===== src/rtl/sfr_pkg.sv =====
// Shared definitions for the serial frame receiver: control bus encoding and FSM states.
package sfr_pkg;

  localparam logic [1:0] CTRL_RIGHT  = 2'b00;
  localparam logic [1:0] CTRL_LEFT   = 2'b01;
  localparam logic [1:0] CTRL_RETAIN = 2'b10;
  localparam logic [1:0] CTRL_CLEAR  = 2'b11;

  typedef enum logic {
    IDLE    = 1'b0,
    COLLECT = 1'b1
  } state_t;

endpackage


===== src/rtl/sfr_out_buffer.sv =====
// One-deep valid/ready holding register for completed words; flags overrun when a
// completed word arrives while the held word is neither consumed nor replaceable.
module sfr_out_buffer #(
  parameter int WIDTH = 8
) (
  input  logic             clock,
  input  logic             reset,
  input  logic             load,
  input  logic [WIDTH-1:0] load_data,
  input  logic             data_ready,
  input  logic             clear_overrun,
  output logic [WIDTH-1:0] data_out,
  output logic             data_valid,
  output logic             overrun
);

  logic consume;
  logic can_load;

  assign consume  = data_valid && data_ready;
  assign can_load = !data_valid || data_ready;

  always_ff @(posedge clock or posedge reset) begin
    if (reset) begin
      data_out   <= '0;
      data_valid <= 1'b0;
      overrun    <= 1'b0;
    end else begin
      if (load && can_load) begin
        data_out   <= load_data;
        data_valid <= 1'b1;
      end else if (consume) begin
        data_valid <= 1'b0;
      end
      // a load and a clear never share a cycle: clearing uses the non-shift control code
      if (load && !can_load) begin
        overrun <= 1'b1;
      end else if (clear_overrun) begin
        overrun <= 1'b0;
      end
    end
  end

endmodule


===== src/rtl/serial_frame_receiver.sv =====
// Reassembles WIDTH-bit words from a serial stream using the shift register's control code.
// Optional even-parity trailer bit enabled by SERIAL_FRAME_RECEIVER_PARITY_EN.
//
// state   | meaning
// IDLE    | no frame in progress; next shift bit starts a frame
// COLLECT | frame in progress in the latched direction
module serial_frame_receiver
  import sfr_pkg::*;
#(
  parameter int WIDTH = 8,
  parameter int CNT_W = $clog2(WIDTH + 2)
) (
  input  logic             clock,
  input  logic             reset,
  input  logic             serial_input,
  input  logic [1:0]       control,
  output logic [WIDTH-1:0] data_out,
  output logic             data_valid,
  input  logic             data_ready,
  output logic [CNT_W-1:0] bit_count,
  output logic             frame_error,
  output logic             overrun,
  output logic             parity_err
);

`ifdef SERIAL_FRAME_RECEIVER_PARITY_EN
  localparam int FRAME_LEN = WIDTH + 1;
`else
  localparam int FRAME_LEN = WIDTH;
`endif

  state_t           state_q, state_d;
  logic             dir_q, dir_d;
  logic [WIDTH-1:0] shreg_q, shreg_d;
  logic [CNT_W-1:0] count_q, count_d;
  logic             ferr_q, ferr_d;

  logic             shift_en;
  logic             dir_req;
  logic             restart;
  logic             is_last;
  logic             complete;
  logic             clear_sticky;
  logic [WIDTH-1:0] base;
  logic [WIDTH-1:0] shifted;
  logic [WIDTH-1:0] word;
  logic             parity_bad;

  always_ff @(posedge clock or posedge reset) begin
    if (reset) begin
      state_q <= IDLE;
      dir_q   <= 1'b0;
      shreg_q <= '0;
      count_q <= '0;
      ferr_q  <= 1'b0;
    end else begin
      state_q <= state_d;
      dir_q   <= dir_d;
      shreg_q <= shreg_d;
      count_q <= count_d;
      ferr_q  <= ferr_d;
    end
  end

  always_comb begin
    state_d      = state_q;
    dir_d        = dir_q;
    shreg_d      = shreg_q;
    count_d      = count_q;
    ferr_d       = 1'b0;
    complete     = 1'b0;
    clear_sticky = 1'b0;

    dir_req  = control[0];
    shift_en = (control == CTRL_RIGHT) || (control == CTRL_LEFT);
    // a new frame starts from an empty register, whether from IDLE or after a direction change
    restart  = (state_q == IDLE) || (dir_req != dir_q);
    base     = restart ? '0 : shreg_q;
    shifted  = dir_req ? {base[WIDTH-2:0], serial_input} : {serial_input, base[WIDTH-1:1]};
    is_last  = !restart && (count_q == CNT_W'(FRAME_LEN - 1));

    if (control == CTRL_CLEAR) begin
      state_d      = IDLE;
      shreg_d      = '0;
      count_d      = '0;
      clear_sticky = 1'b1;
    end else if (shift_en) begin
      ferr_d = (state_q == COLLECT) && (dir_req != dir_q);
      dir_d  = dir_req;
      if (is_last) begin
        complete = 1'b1;
        state_d  = IDLE;
        shreg_d  = '0;
        count_d  = '0;
      end else begin
        state_d = COLLECT;
        shreg_d = shifted;
        count_d = restart ? CNT_W'(1) : count_q + 1'b1;
      end
    end
  end

`ifdef SERIAL_FRAME_RECEIVER_PARITY_EN
  logic parity_q;

  // the final bit is the parity trailer, so the word is already complete in shreg_q
  assign word       = shreg_q;
  assign parity_bad = (^shreg_q) ^ serial_input;

  always_ff @(posedge clock or posedge reset) begin
    if (reset) begin
      parity_q <= 1'b0;
    end else if (clear_sticky) begin
      parity_q <= 1'b0;
    end else if (complete && parity_bad) begin
      parity_q <= 1'b1;
    end
  end

  assign parity_err = parity_q;
`else
  assign word       = shifted;
  assign parity_bad = 1'b0;
  assign parity_err = 1'b0;
`endif

  sfr_out_buffer #(.WIDTH(WIDTH)) u_out_buffer (
    .clock         (clock),
    .reset         (reset),
    .load          (complete),
    .load_data     (word),
    .data_ready    (data_ready),
    .clear_overrun (clear_sticky),
    .data_out      (data_out),
    .data_valid    (data_valid),
    .overrun       (overrun)
  );

  assign bit_count   = count_q;
  assign frame_error = ferr_q;

endmodule


===== config.mk =====
export PLATFORM = sky130hd
export DESIGN_NAME = serial_frame_receiver
export DESIGN_NICKNAME = d
export VERILOG_FILES = /design/src/rtl/sfr_pkg.sv /design/src/rtl/sfr_out_buffer.sv /design/src/rtl/serial_frame_receiver.sv
export SDC_FILE = /design/constraint.sdc
export NUM_CORES = 1
export LEC_CHECK = 0
export BUFFER_PORTS_ARGS = -buffer_cell sky130_fd_sc_hd__buf_2
export CORE_UTILIZATION = 61
export CTS_BUF_LIST = sky130_fd_sc_hd__clkbuf_4
export CTS_CLUSTER_SIZE = 20
export DETAILED_ROUTE_END_ITERATION = 10
export PLACE_DENSITY = 0.95
export SLEW_MARGIN = 15
export SYNTH_ARGS = -nofsm -noshare
export SYNTH_HDL_FRONTEND = slang
export SYNTH_SLANG_ARGS = --single-unit

===== constraint.sdc =====
create_clock -name clock -period 5.28 [get_ports clock]
set_clock_uncertainty 0.1 [all_clocks]
set_input_delay 0.792 -clock clock [delete_from_list [all_inputs] [get_ports clock]]
set_output_delay 0.792 -clock clock [all_outputs]
set_load 0.005 [all_outputs]

==> parameters.txt <==
Parameter                              Value

Timing
  Actual transition at the worst max-transition pin ... 0.889 ns
  Worst hold margin ... 0.425 ns
  Fraction of the cycle the final worst path needs ... between 40% and 50%
  Sum Neg Setup Slack ... 0 ns
  Maximum clock frequency ... 399 MHz
  Final hold viol count ... 0
  Max_slew headroom ... about two fifths
  Setup repair after global routing missed its margin ... false
  Number of failing setup endpoints in the final timing report ... 0
  Slew Viols, Final ... 0
  Final critical-path required period ... 2.51 ns

Setup path
  Worst endpoint data arrival time ... 2.62 ns
  Crit path largest cell delay ... 0.67 ns
  Cell Chain, Critical Path ... buf_2 > xnor2_1 > and4_1 > mux2_4
  Startpoint types ... primary input
  Type of the worst setup path ... primary input to flop
  CP Capture Type ... flop
  Slowest cell on crit path ... xnor2_1
  Critical path fanouts, max ... 12
  Crit path required time ... approximately 5.4 ns

Die
  Die outline width ... 46.9 um
  Starting density of the core ... about two thirds
  Top-Level Pins ... 22
  Num rows ... 15
  Overall die area ... 2200 um2
  Vertical die dimension ... between 40 and 50 um
  Core area ... between 1500 and 2000 um2

Yosys
  Seq cells post-synth ... 25
  Share of synthesized area occupied by flip-flops and latches ... 51.0%
  Unique cell type count in the Yosys netlist ... 33
  Mean Syn Cell Area ... 11.1 um2
  Number of enable flip-flop cells after synthesis ... 0
  Yosys synthesis warning count ... 0
  Post-Synthesis Net Count ... roughly 120
  Async set or reset register ratio after synthesis ... 100%
  Post-Syn Area ... between 1000 and 1500 um2
  Most instantiated flip-flop cell in the synthesis netlist ... dfrtp_1
  Cells after synthesis ... 111

Final layout
  Area growth from synthesis to final layout ... 10.1%
  # fillers ... approximately 120
  Antenna cell count ... 0
  Share of layout cells above drive strength 1 ... a little over a quarter
  Fin nets ... 137

Route
  Post-route DRC violation count ... 0
  Vias after detailed routing ... 932
  Vias per cell ... a little over 6
  Total length of routed wires ... around 2500 um
  DRT antenna net count ... 0
  Number of violations reported at the end of detailed-routing iteration 0 ... 36
  First drt pass iteration count ... 4
  Wire per inst ... 16.2 um

Placed design
  Last weighted congestion value of the routability-driven placer ... just under 0.9
  Post-DP HPWL ... 1830 um
  Count of input and output buffers ... 20

CTS
  Post-CTS Hold Buffers ... 0
  Clock latency on the worst-skew pair ... 0.32 ns
  Resize count post-CTS ... 0
  Clock input transition at the sequential cells of the worst setup and hold paths ... 0.11 ns
  Cell at the root of the clock tree ... clkbuf_4
  Buffer count from post-CTS setup fixing ... 0
  CTS buffer count ... 3
  Number of sinks on the clock net ... 25
  Number of levels in the clock H-tree ... 1
  Clock tree from TritonCTS ... done
  Buffer depth of the longest clock path ... 2

Status
  Outcome ... complete, no violations

GRT
  Vias in the first global route ... 861
  Initial antenna violation count ... 0
  Global-route wire length before repair ... 4080 um
  Residual overflow from global routing ... 0
  Pin count of the biggest net entering global routing ... 26
  Tot GR Track Use ... between 20 and 30%

Hold path
  Type of the tightest min-delay check ... flop to flop

Power and ir drop
  Total power per unit cell area ... between 200 and 300 nW/um2
  VDD IR-drop max ... 214 uV
  Pleak ... 0.655 nW

Run
  Max-cap violations ... 0
==> layout by cell type, fill, tap and decap left out, types with 3 or more instances in the layout <==
cell type / synthesis / final
a2bb2o_1: 4 / 4
a31oi_1: 3 / 3
buf_2: 3 / 20
clkbuf_4: 0 / 4
dfrtp_1: 25 / 25
inv_1: 6 / 6
mux2_4: 7 / 7
nand2_1: 11 / 11
nand2b_1: 8 / 8
nand3_1: 5 / 5
nor2b_1: 3 / 3
o21ai_0: 4 / 4
o22ai_1: 6 / 6
o31ai_1: 3 / 3
==> layout make-up <==
type / count / area, um2 / share of cell area, %
sequential: 25 / 626 / 46.3
tap: 25 / 31.3 / 2.31
multi-input combinational: 74 / 542 / 40.1
clock buffer: 4 / 30.0 / 2.22
inverter: 6 / 22.5 / 1.67
timing repair buffer: 20 / 100 / 7.41
==> per-stage QoR <==
step,util [%],cells,power (mW),cell area [um2],worst slack [ns]
global route,75.0,154,0.360,1350,2.70
detailed placement,73.3,150,0.259,1320,2.47
CTS,75.0,154,0.346,1350,2.82
global placement,73.3,150,0.256,1320,2.58
finish,75.0,154,0.344,1350,2.77
floorplan,-,111,0.243,1230,3.48
==> cells by family (layout without fill, tap and decap cells) <==
logic type | Yosys count | in the layout | share of synthesized area [%]
other | 1 | 1 | 0.306
buffers and inverters | 12 | 30 | 4.89
multiplexers | 8 | 8 | 9.38
AND/OR/NAND/NOR | 34 | 34 | 15.3
flip-flops | 25 | 25 | 51.0
AO/OA/AOI/OAI | 29 | 29 | 17.4
XOR/XNOR | 1 | 1 | 0.714
adder cells (fa/ha/maj) | 1 | 1 | 1.02
==> cell usage after synthesis, drive strengths merged, types with 3 or more instances <==
master / number / share of area, %
nand2b: 8 / 4.1
nand3: 5 / 2.0
a31oi: 3 / 1.5
mux2: 7 / 8.6
o21ai: 4 / 1.6
a2bb2o: 4 / 3.3
nand2: 11 / 3.4
nor2b: 3 / 1.5
o31ai: 3 / 1.8
dfrtp: 25 / 51
buf: 5 / 2.8
inv: 6 / 1.8
o22ai: 6 / 3.1
==> critical path, delay by kind of cell <==
kind	cells	cell delay [ns]
buffers and inverters	1	0.17
muxes	1	0.34
xor gates and xnor gates	1	0.67
and+or+nand+nor	1	0.64
==> path summary, 6_finish.rpt <==
check                                          from                  endpoint  slack [ns]  cells past startpoint
setup / recovery                         control[0]  u_out_buffer.data_out[5]        2.77                      4
hold / removal             u_out_buffer.data_out[2]  u_out_buffer.data_out[2]        0.43                      1
setup reg to reg                              dir_q  u_out_buffer.data_out[5]        2.97                      3
hold reg to reg            u_out_buffer.data_out[2]  u_out_buffer.data_out[2]        0.43                      1
max in group asynchronous                     reset  u_out_buffer.data_out[3]        3.99                      2
min in group asynchronous                     reset              bit_count[1]        0.54                      2
==> flip-flops by register name, indices dropped and copies added (netlist names) <==
| name | flops |
|---|---|
| frame_error | 1 |
| dir_q | 1 |
| bit_count | 4 |
| u_out_buffer.overrun | 1 |
| u_out_buffer.data_out | 8 |
| shreg_q | 8 |
| u_out_buffer.data_valid | 1 |
| state_q | 1 |
==> where the power goes <==
group / switching (mW) / leakage, nW / total (mW) / internal, mW
registers: 0.0125 / 0.335 / 0.213 / 0.200
clock network: 0.0530 / 0.0184 / 0.0878 / 0.0348
logic: 0.0256 / 0.302 / 0.0434 / 0.0177
==> metal layers <==
metal	share of wire [%]	track usage [%]
met5	0	0
met4	1.8	10.9
met3	6.7	9.62
met2	46	38.3
met1	46	39.4
(Power assumes the default switching activity.)
